--- src/rtl/vector_operand_stage.sv ---
// vector_operand_stage: ID/EX vector operand latch with 2-entry skid buffer and writeback forwarding
module vector_operand_stage #(
    parameter int N      = 64,
    parameter int REG_AW = 4
) (
    input  logic              clk,
    input  logic              rst,
    input  logic              flush,
    input  logic              inValid,
    output logic              inReady,
    input  logic [N-1:0]      inSrcA,
    input  logic [N-1:0]      inSrcB,
    input  logic [REG_AW-1:0] inRs1,
    input  logic [REG_AW-1:0] inRs2,
    input  logic [REG_AW-1:0] inRd,
    input  logic              inWriteEn,
    input  logic [1:0]        inAluControl,
    input  logic              fwdValid,
    input  logic [REG_AW-1:0] fwdRd,
    input  logic [N-1:0]      fwdData,
    output logic              outValid,
    input  logic              outReady,
    output logic [N-1:0]      regData1,
    output logic [N-1:0]      regData2,
    output logic [1:0]        aluControl,
    output logic [REG_AW-1:0] outRd,
    output logic              outWriteEn
);
    typedef struct packed {
        logic [N-1:0]      srca;
        logic [N-1:0]      srcb;
        logic [REG_AW-1:0] rs1;
        logic [REG_AW-1:0] rs2;
        logic [REG_AW-1:0] rd;
        logic              we;
        logic [1:0]        alu;
    } entry_t;

    entry_t main_q, skid_q, main_d, skid_d, in_f, main_f, skid_f;
    logic   main_v, skid_v, main_vd, skid_vd, rdy_q;
    logic   acc, xfer;

    function automatic entry_t fwd(input entry_t e);
        entry_t r;
        r = e;
        if (fwdValid && fwdRd == e.rs1) r.srca = fwdData;
        if (fwdValid && fwdRd == e.rs2) r.srcb = fwdData;
        return r;
    endfunction

    assign acc    = inValid & rdy_q;
    assign xfer   = main_v & outReady;
    assign in_f   = fwd('{inSrcA, inSrcB, inRs1, inRs2, inRd, inWriteEn, inAluControl});
    assign main_f = fwd(main_q);
    assign skid_f = fwd(skid_q);

    // next-state: refill main from skid first (ordering), park input in skid when main is stuck
    always_comb begin
        main_d  = main_q;
        skid_d  = skid_q;
        main_vd = main_v;
        skid_vd = skid_v;
        if (flush) begin
            main_vd = 1'b0;
            skid_vd = 1'b0;
        end else begin
            if (!main_v || xfer) begin
                if (skid_v) begin
                    main_d  = skid_f;
                    main_vd = 1'b1;
                    skid_vd = 1'b0;
                end else if (acc) begin
                    main_d  = in_f;
                    main_vd = 1'b1;
                end else begin
                    main_vd = 1'b0;
                end
            end else begin
                main_d = main_f;
            end
            if (acc && main_v && !outReady) begin
                skid_d  = in_f;
                skid_vd = 1'b1;
            end else if (skid_v && skid_vd) begin
                skid_d = skid_f;
            end
        end
    end

    // state registers; inReady is registered from the next skid occupancy
    always_ff @(posedge clk or negedge rst) begin
        if (!rst) begin
            main_q <= '0;
            skid_q <= '0;
            main_v <= 1'b0;
            skid_v <= 1'b0;
            rdy_q  <= 1'b0;
        end else begin
            main_q <= main_d;
            skid_q <= skid_d;
            main_v <= main_vd;
            skid_v <= skid_vd;
            rdy_q  <= !skid_vd;
        end
    end

    assign inReady    = rdy_q;
    assign outValid   = main_v;
    assign regData1   = main_q.srca;
    assign regData2   = main_q.srcb;
    assign aluControl = main_q.alu;
    assign outRd      = main_q.rd;
    assign outWriteEn = main_q.we;
endmodule

--- config.mk ---
export PLATFORM = sky130hd
export DESIGN_NAME = vector_operand_stage
export DESIGN_NICKNAME = d
export VERILOG_FILES = /design/src/rtl/vector_operand_stage.sv
export SDC_FILE = /design/constraint.sdc
export NUM_CORES = 1
export LEC_CHECK = 0
export BUFFER_PORTS_ARGS = -buffer_cell sky130_fd_sc_hd__buf_2
export CAP_MARGIN = 20
export CORE_MARGIN = 4
export CORE_UTILIZATION = 50
export DETAILED_ROUTE_END_ITERATION = 6
export HOLD_SLACK_MARGIN = 0.06
export PLACE_DENSITY = 0.77
export SYNTH_ARGS = -nofsm -noshare
export SYNTH_HDL_FRONTEND = slang
export SYNTH_SLANG_ARGS = --single-unit
--- constraint.sdc ---
create_clock -name clk -period 2 [get_ports clk]
set_input_delay 0.4 -clock clk [delete_from_list [all_inputs] [get_ports clk]]
set_output_delay 0.4 -clock clk [all_outputs]
set_load 0.02 [all_outputs]
==> impl_metrics.yaml <==
cells_and_area:
  synthToLayoutAreaGrowth_pct: 36.0
  fin_cells: 2675
  fin_area_sq_mm: 0.0226
  layout.nets: 2423
  multi_input_area_sq_mm: 0.00958
  drive_above_1_share: 0.371
  post-route-util: 0.691
  fillers: 2429
  ff_latch_area_sq_mm: 0.00724
setup_path:
  start_kind: "flip-flop"
  path_class: "flip-flop to flip-flop"
  crit_top_cell: "buf_12"
  crit_required_ns: 2.38
  critPathBufInv: 3
  max_stage_delay_ns: 0.39
  path_max_fanout: 10
  rr_startpoint: "skid_f[10]"
  slowest_stage: "dfrtp_1"
  cp-end-kind: "flip-flop"
  arrival_ns: 2.48
  crit_start: "skid_f[10]"
  path_cells: "xor2_1 > nor4_4 > buf_6 > buf_12 > buf_12 > mux2_2 > a21oi_1 > a211oi_1"
  critPathTopFamily: "buffers and inverters"
timing:
  rsz0062_at_grt: "true"
  setup_slack_ns: -0.0939
  fin_skew_ns: 0.0120
  post-route-period-util: 1.05
  worst_slew_pin_slew_ns: 0.860
  slew-limit-headroom: 0.426
  max_freq_mhz: 478
  final-setup-viol-count: 72
  period_minus_slack_ns: 2.09
  final_max_slew_viol_count: 0
  hold_viol: 0
synthesis:
  synth.area.top_cells: "dfrtp_1 (44%), mux2i_1 (8.6%), nand2_1 (7.3%), nor2_1 (4.8%), mux2_2 (4.6%)"
  synth_compound_area_frac: 0.207
  synth_fa_ha_area_frac: 0
  synthCells: 1897
  synth_edf_count: 0
  ys_seq_area_frac: 0.435
  synth_top_flop_cell: "dfrtp_1"
  synth_top_area_frac: 0.435
  yosysUniqueCellTypes: 41
  yosys-mux-area-fraction: 0.132
  synth_area_per_cell_sq_um: 8.76
  synth_xor_area_frac: 0.0111
  yosys.area.top_type: "dfrtp_1"
  synthTopCellsByCount: "nand2_1 (322), dfrtp_1 (289), nor2_1 (213)"
  synth_most_common_cell: "nand2_1"
  syn_nets: 2114
  yosys.area_share.simple: 0.152
  yosysWarnings: 0
  synth-seq-cells: 289
  netlist_area_sq_mm: 0.0166
  synth_top_family_by_area: "compound AO/OA/AOI/OAI gates"
  async_flop_share: 1.00
cts:
  clk_path_buf_depth: 3
  insertion_delay_ns: 0.51
  cts_tree: "yes"
  cts.sinks: 289
  cts_root_buf: "clkbuf_16"
  htreeDepth: 2
  cts.reportedPaths.clkPinSlew_ns: 0.06
  cts_made_buffers: 34
pwr:
  p_sw_mw: 6.38
  leakagePower_nw: 9.81
  p_int_mw: 13.4
  power_density_mw_per_mm2: 876
  seq_power_share: 0.393
  total_power_mw: 19.8
  power_frac_comb: 0.275
  max-vdd-ir-drop_mv: 0.571
  sw_frac_of_total: 0.322
  pwr-share-clk: 0.332
placed_design:
  placed_cells: 2571
  place_hpwl_um: 39300
  dp_slack_ns: -0.272
  gp_congestion: 0.858
  port_buffers: 353
  placedInstanceArea_sq_mm: 0.0198
floorplan:
  io-pin-count: 354
  initial_core_util: 0.508
  placementRows: 66
  dieArea_sq_mm: 0.0362
  die_h_um: 190
  coreArea_sq_mm: 0.0327
  die_w_um: 190
run_status:
  violations: "negative setup slack"
  status: "finished, violations left"
detailed_routing:
  drt-total-wl_um: 64300
  viasPerCell: 6.36
  first_pass_iters: 6
  drc: 0
  via_count: 17018
  drt_iter0_drc: 1862
  wire_per_inst_um: 24.1
  final_antenna_net_count: 0
grt:
  gr-total-overflow: 0
  gr-usage-all-layers: 0.315
  grt_max_degree: 121
  grt_pass1_vias: 16647
  grt_pass1_wl_um: 91900
  antenna_found_initial: 7
job:
  cap_viol_max_count: 0
min_path:
  hp-start: "inRd[2]"
  min_path_type: "primary input to flip-flop"
-- routing by layer --
metal,vias up,global-route usage,share of wire
met1,8344,0.413,0.38
met3,220,0.0676,0.10
met4,14,0.112,0.044
met2,1101,0.518,0.47
met5,-,0,0.0014
li1,7339,-,-
-- flip-flops by register name, indices dropped and copies added (netlist names) --
name        flops
aluControl      2
inReady         1
main_f          8
outRd           4
outValid        1
outWriteEn      1
regData1       64
regData2       64
skid_f         15
skid_q        128
skid_v          1
-- per-stage QoR --
step | hold WS, ns | setup TNS, ns
3_5_place_dp | 0.393 | -47.05
5_1_grt | 0.103 | -11.70
4_1_cts | 0.0873 | -0.938
2_1_floorplan | 0.104 | -7.03
6_report | 0.0976 | -1.75
3_3_place_gp | 0.393 | -41.02
-- logic make-up (layout without fill, tap and decap cells) --
family	count (synthesis)	after routing
compound gates	516	517
other cells	0	4
buf+inv	237	568
simple gates	623	623
mux	211	211
xor+xnor	21	21
flops	289	289
-- power groups by stage --
stage / Sequential [mW] / Combinational (mW) / Clock, mW
after floorplan: 8.23 / 2.61 / 0
after global placement: 7.73 / 4.84 / 0
after detailed placement: 7.77 / 5.01 / 0
after CTS: 7.69 / 5.08 / 6.62
after global routing: 7.88 / 5.88 / 6.87
final: 7.78 / 5.46 / 6.57
-- layout by cell type (no fill, tap or decap), types with 17 or more instances in the layout --
cell       instances
mux2i_1          140
dfrtp_1          288
nor2_2            39
a22oi_1           42
o22ai_2           47
a221o_1           22
mux2_4            44
mux2_2            24
buf_12            54
a21oi_2           44
a211oi_1          55
o221ai_1          58
a21oi_1           21
nor2_4            17
clkbuf_16         53
o21ai_0          120
buf_4             58
a21o_1            65
nor2_1           157
nor3_1            64
nand2_1          319
buf_2            352
-- area by class of cell --
class	count	share of cell area
antenna	4	0.000443
clock buffer	45	0.0441
clock inverter	14	0.00764
inverter	4	0.000664
multi-input combinational	1372	0.424
sequential	289	0.320
tap	442	0.0245
timing repair buffer	505	0.179
-- path summary, 6_finish.rpt --
check,endpoint,slack (ns),depth (start not counted)
setup / recovery,regData2[16],-0.09,8
hold / removal,skid_f[5],0.1,3
setup reg to reg,regData2[16],-0.09,8
hold reg to reg,skid_f[6],0.47,2
max in group asynchronous,skid_q[28],0.88,3
min in group asynchronous,skid_q[94],0.44,2
-- what timing repair did --
item / CTS / global route
cloned: 1 / 22
hold buffers: 1 / 0
pin swaps: 1 / 141
buffers inserted: 5 / 12
setup endpoints to repair: 67 / 203
resized for setup: 16 / 193
hold endpoints to repair: 45 / 0
-- worst reg2reg max path: stages (launching register included) --
cell      delay, ns
dfrtp_1        0.39
xor2_1         0.18
nor4_4         0.30
buf_6          0.16
buf_12         0.17
buf_12         0.16
mux2_2         0.33
a21oi_1        0.17
a211oi_1       0.11
(Power assumes the default switching activity.)
